`src/rtl/video_mode_switcher.sv`:
```
// rtl/video_mode_switcher.sv - glitch-free video mode change sequencer
// Owns the timing generator's mode index: drain, blank, load, settle, then run.

module video_mode_switcher #(
   parameter int MODE_BITS      = 3,
   parameter int DEFAULT_MODE   = 0,
   parameter int BLANK_FRAMES   = 2,
   parameter int SETTLE_FRAMES  = 4,
   parameter int TIMEOUT_CYCLES = 2000000
) (
   input  logic                 clock,
   input  logic                 reset,
   input  logic                 req_valid,
   input  logic [MODE_BITS-1:0] req_mode,
   output logic                 req_ready,
   input  logic                 frame_start,
   output logic [MODE_BITS-1:0] mode,
   output logic                 mode_load,
   output logic                 video_enable,
   output logic                 locked,
   output logic                 timeout_err
);

   localparam int TW = $clog2(TIMEOUT_CYCLES + 1);
   localparam logic [TW-1:0] TMO_MAX = TW'(TIMEOUT_CYCLES);
   localparam logic [7:0] BLANK_LAST  = 8'(BLANK_FRAMES - 1);
   localparam logic [7:0] SETTLE_LAST = 8'(SETTLE_FRAMES - 1);

   typedef enum logic [2:0] {LOAD, SETTLE, RUN, DRAIN, BLANK} state_t;

   state_t               state;
   logic [MODE_BITS-1:0] pending;
   logic [7:0]           frame_cnt;
   logic [TW-1:0]        tmo_cnt;
   logic                 waiting;
   logic                 tmo_hit;
   logic                 boundary;

   // A timed-out wait behaves exactly like a real frame boundary.
   always_comb begin
      waiting  = (state == SETTLE) || (state == DRAIN) || (state == BLANK);
      tmo_hit  = waiting && (tmo_cnt == TMO_MAX);
      boundary = frame_start || tmo_hit;
   end

   always_ff @(posedge clock) begin
      if (reset) begin
         state        <= LOAD;
         pending      <= MODE_BITS'(DEFAULT_MODE);
         mode         <= MODE_BITS'(DEFAULT_MODE);
         mode_load    <= 1'b0;
         video_enable <= 1'b0;
         locked       <= 1'b0;
         req_ready    <= 1'b0;
         timeout_err  <= 1'b0;
         frame_cnt    <= 8'd0;
         tmo_cnt      <= '0;
      end else begin
         mode_load <= 1'b0;

         // Every state entry coincides with a boundary or a non-waiting state,
         // so the counter is already zero on entry without extra logic.
         if (waiting) begin
            if (tmo_hit && !frame_start)
               timeout_err <= 1'b1;
            if (boundary)
               tmo_cnt <= '0;
            else if (tmo_cnt != TMO_MAX)
               tmo_cnt <= tmo_cnt + 1'b1;
         end else begin
            tmo_cnt <= '0;
         end

         case (state)
            LOAD: begin
               // Coming from BLANK the pulse was issued on entry; after reset it is issued here.
               if (!mode_load) begin
                  mode_load <= 1'b1;
                  mode      <= pending;
               end
               frame_cnt <= 8'd0;
               state     <= SETTLE;
            end
            SETTLE: begin
               if (boundary) begin
                  if (frame_cnt == SETTLE_LAST) begin
                     frame_cnt    <= 8'd0;
                     state        <= RUN;
                     video_enable <= 1'b1;
                     locked       <= 1'b1;
                     req_ready    <= 1'b1;
                  end else begin
                     frame_cnt <= frame_cnt + 8'd1;
                  end
               end
            end
            RUN: begin
               if (req_valid && req_ready && (req_mode != mode)) begin
                  pending     <= req_mode;
                  timeout_err <= 1'b0;
                  frame_cnt   <= 8'd0;
                  state       <= DRAIN;
                  locked      <= 1'b0;
                  req_ready   <= 1'b0;
               end
            end
            DRAIN: begin
               if (boundary) begin
                  frame_cnt    <= 8'd0;
                  state        <= BLANK;
                  video_enable <= 1'b0;
               end
            end
            BLANK: begin
               if (boundary) begin
                  if (frame_cnt == BLANK_LAST) begin
                     frame_cnt <= 8'd0;
                     state     <= LOAD;
                     mode_load <= 1'b1;
                     mode      <= pending;
                  end else begin
                     frame_cnt <= frame_cnt + 8'd1;
                  end
               end
            end
            default: begin
               state <= LOAD;
            end
         endcase
      end
   end

endmodule

```
`config.mk`:
```
export PLATFORM = sky130hd
export DESIGN_NAME = video_mode_switcher
export DESIGN_NICKNAME = d
export VERILOG_FILES = /design/src/rtl/video_mode_switcher.sv
export SDC_FILE = /design/constraint.sdc
export NUM_CORES = 1
export LEC_CHECK = 0
export CORE_MARGIN = 3
export CORE_UTILIZATION = 35
export CTS_CLUSTER_SIZE = 10
export DETAILED_ROUTE_END_ITERATION = 16
export HOLD_SLACK_MARGIN = 0.08
export MAX_ROUTING_LAYER = met4
export PLACE_DENSITY = 0.65
export SYNTH_ARGS = -nofsm -noshare
export SYNTH_HDL_FRONTEND = slang
export SYNTH_SLANG_ARGS = --single-unit
export TNS_END_PERCENT = 5
```
`constraint.sdc`:
```
create_clock -name clock -period 1.74 [get_ports clock]
set_clock_uncertainty 0.1 [all_clocks]
set_input_delay 0.348 -clock clock [delete_from_list [all_inputs] [get_ports clock]]
set_output_delay 0.348 -clock clock [all_outputs]
set_load 0.01 [all_outputs]
```
==> flow_summary.toml <==
[final_layout]
nNetsFinal = 331
finalNonFillerCells = 392
drive_above_1_share_pct = 26.9
multiInputGateArea_sq_um = 1290
area_growth_syn_to_layout_pct = 36.5
nFillCells = 542
num_antenna_cells = 0
register_area_sq_um = 848

[synthesis]
synthTopCellsByCount = "dfxtp_1, nor2_1, a31oi_1, xnor2_1, nand3_1"
ys_seq_elements = 42
synth_mux_area_share_pct = 0
syn_area_per_cell_sq_um = 8.42
synth_xor_area_share_pct = 9.01
synth_compound_area_share_pct = 16.2
syn_area_sq_um = 2140
synth_top_family_by_area = "simple AND/OR/NAND/NOR gates"
ys_seq_area_share_pct = 39.3
yosysTopAreaCell = "dfxtp_1"
synth_flop_cell = "dfxtp_1"
synth_cells = 254
synth_area_leaders = "dfxtp_1, xnor2_1, nor2_1"
synth-simple-area-share_pct = 28.3
synth-edff-count = 0
synth.distinct_cells = 44
synth_top_area_share_pct = 39.3
syn_nets = 265
synthArstFlopShare_pct = 0
yosysWarnings = 0
yosysMostFrequentCell = "dfxtp_1"
synthAdderAreaFrac_pct = 2.34

[die]
fp.dieH_um = 84.2
die_width_um = 84.2
num_rows = 27
placeableCoreArea_sq_um = 5710
initial_core_util_pct = 37.5
die-area_sq_um = 7090
io-pin-count = 15

[global_route]
grt-ovfl-total = 0
grt_pass1_vias = 1904
grt_start_max_net_pins = 22
grtUsageTotal_pct = 15.0
antenna_found_initial = 0
grt_pass1_wl_um = 8570

[timing]
holdWs_ns = 0.373
finalSetupViolations = 33
setup_tns_ns = -1.02
min_period_ns = 1.87
finalHoldViolations = 0
tightest_slew_ns = 0.381
period_share_pct = 107
rsz0062_at_grt = "yes"
slew_violations = 0
relSlewSlack_pct = 74.3
worst_slack_ns = -0.125
max_freq_mhz = 536

[power]
sequentialPowerShare_pct = 39.5
finalPower_mw = 2.70
p_switching_mw = 0.898
p_int_mw = 1.80
power_frac_comb_pct = 38.2
p_clk_share_pct = 22.3
leakagePower_nw = 1.09
p_per_area_nw_per_um2 = 923
ir_worst_vdd_mv = 0.696
swShare_pct = 33.3

[placed_design]
port_buffers = 14
gp_congestion = 0.810
dp.cells = 384
dpl.hpwl_um = 3460

[min_path]
hold_path.class = "register to register"
hold_depth = 2

[cts]
numCtsBuffers = 5
clk_path_buf_depth = 2
clockRootBuffer = "clkbuf_8"
cts.sinks = 42
tritoncts = "done"
clk_latency_ns = 0.29
htree_levels = 2
clk_pin_slew_ns = 0.08
cts_setup_buffers = 0

[setup_path]
cp_max_fo = 5
worstRegToRegCells = 5
arrival_ns = 2.00
start_kind = "register"
critical_path_required_ns = 1.87
cp-end-kind = "register"
crit_type = "register to register"

[routing]
totalWireLength_um = 5030
viasPerCell = 5.02
first_pass_iters = 4
drtIter0Drc = 87
vias = 1966
wire_per_inst_um = 12.8
drtAntennaViolNets = 0
drc = 0

[status]
violations = "setup timing"
status = "complete, but fails checks"

[flow_run]
maxCapViolations = 0
## placed cells by master, fill, tap and decap left out, types with 3 or more instances in the layout
cell / instances
buf_4: 54
dfxtp_1: 36
nor2_1: 32
xnor2_1: 16
a31oi_1: 16
nand3_1: 15
nand2_1: 13
clkdlybuf4s50_1: 13
inv_1: 10
a21oi_1: 10
nand2b_1: 9
and3_1: 8
nor3_1: 8
xor2_1: 6
dfxtp_2: 6
nor2b_1: 5
clkbuf_8: 5
o21ai_1: 4
nand4_1: 4
ha_1: 4
buf_6: 3
## layer usage
layer	global-route usage, %	routed length, um	vias to the layer above
li1	-	-	1037
met2	25.8	2470	20
met3	3.43	147	2
met1	18.1	2390	907
met5	-	0	-
met4	2.63	19	0
## path summary, 6_finish.rpt
check	from	end	slack, ns
setup reg to reg	tmo_cnt[14]	state[0]	-0.13
hold reg to reg	pending[1]	pending[1]	0.37
hold / removal	pending[1]	pending[1]	0.37
setup / recovery	tmo_cnt[14]	state[0]	-0.13
## sequential cells by signal, indices dropped and copies added (netlist names)
| signal | cells |
|---|---|
| locked | 1 |
| tmo_cnt | 21 |
| video_enable | 1 |
| mode_load | 1 |
| state | 3 |
| frame_cnt | 8 |
| mode | 3 |
| pending | 3 |
| timeout_err | 1 |
## timing repair
item                                    in CTS  in global routing
resized for setup                           14                 13
endpoints found under the setup margin      38                 40
pin swaps                                    9                  4
hold endpoints to repair                     0                  0
hold buffers                                 0                  0
cloned                                       0                  1
## layout make-up
| cell class | instances | area share (%) |
|---|---|---|
| Clock buffer | 7 | 2.61 |
| Inverter | 10 | 1.29 |
| Sequential cell | 42 | 29.0 |
| Tap cell | 72 | 3.08 |
| Multi-Input combinational cell | 190 | 44.0 |
| Timing Repair Buffer | 71 | 19.9 |
## critical path, cell delays in order (launching register included)
cell,delay (ns)
dfxtp_2,0.34
nor4bb_4,0.30
and4b_2,0.31
a221oi_4,0.10
or4b_4,0.54
a21oi_2,0.12
## cell families (layout without fill, tap and decap cells)
kind of cell    count (synthesis)  in the layout
xor+xnor                       22             22
simple gates                  113            113
buf+inv                        22             88
compound gates                 51             51
flops                          42             42
fa+ha+maj                       4              4
## stage by stage
step	setup slack [ns]	area [sq um]	util [%]
after floorplan	-0.0526	2180	-
after global placement	-0.365	2740	48.0
after detailed placement	-0.404	2740	48.0
after CTS	-0.112	2870	50.2
after global routing	-0.210	2920	51.2
final	-0.125	2920	51.2
## power by group through the flow
stage	Combinational, mW	Sequential (mW)	Clock, mW
after floorplan	0.536	1.08	0
after global placement	0.880	1.08	0
after detailed placement	0.890	1.08	0
after CTS	0.928	1.06	0.622
after global routing	1.13	1.07	0.653
final	1.03	1.06	0.602
Note: power is estimated with default switching activity, not from simulation.
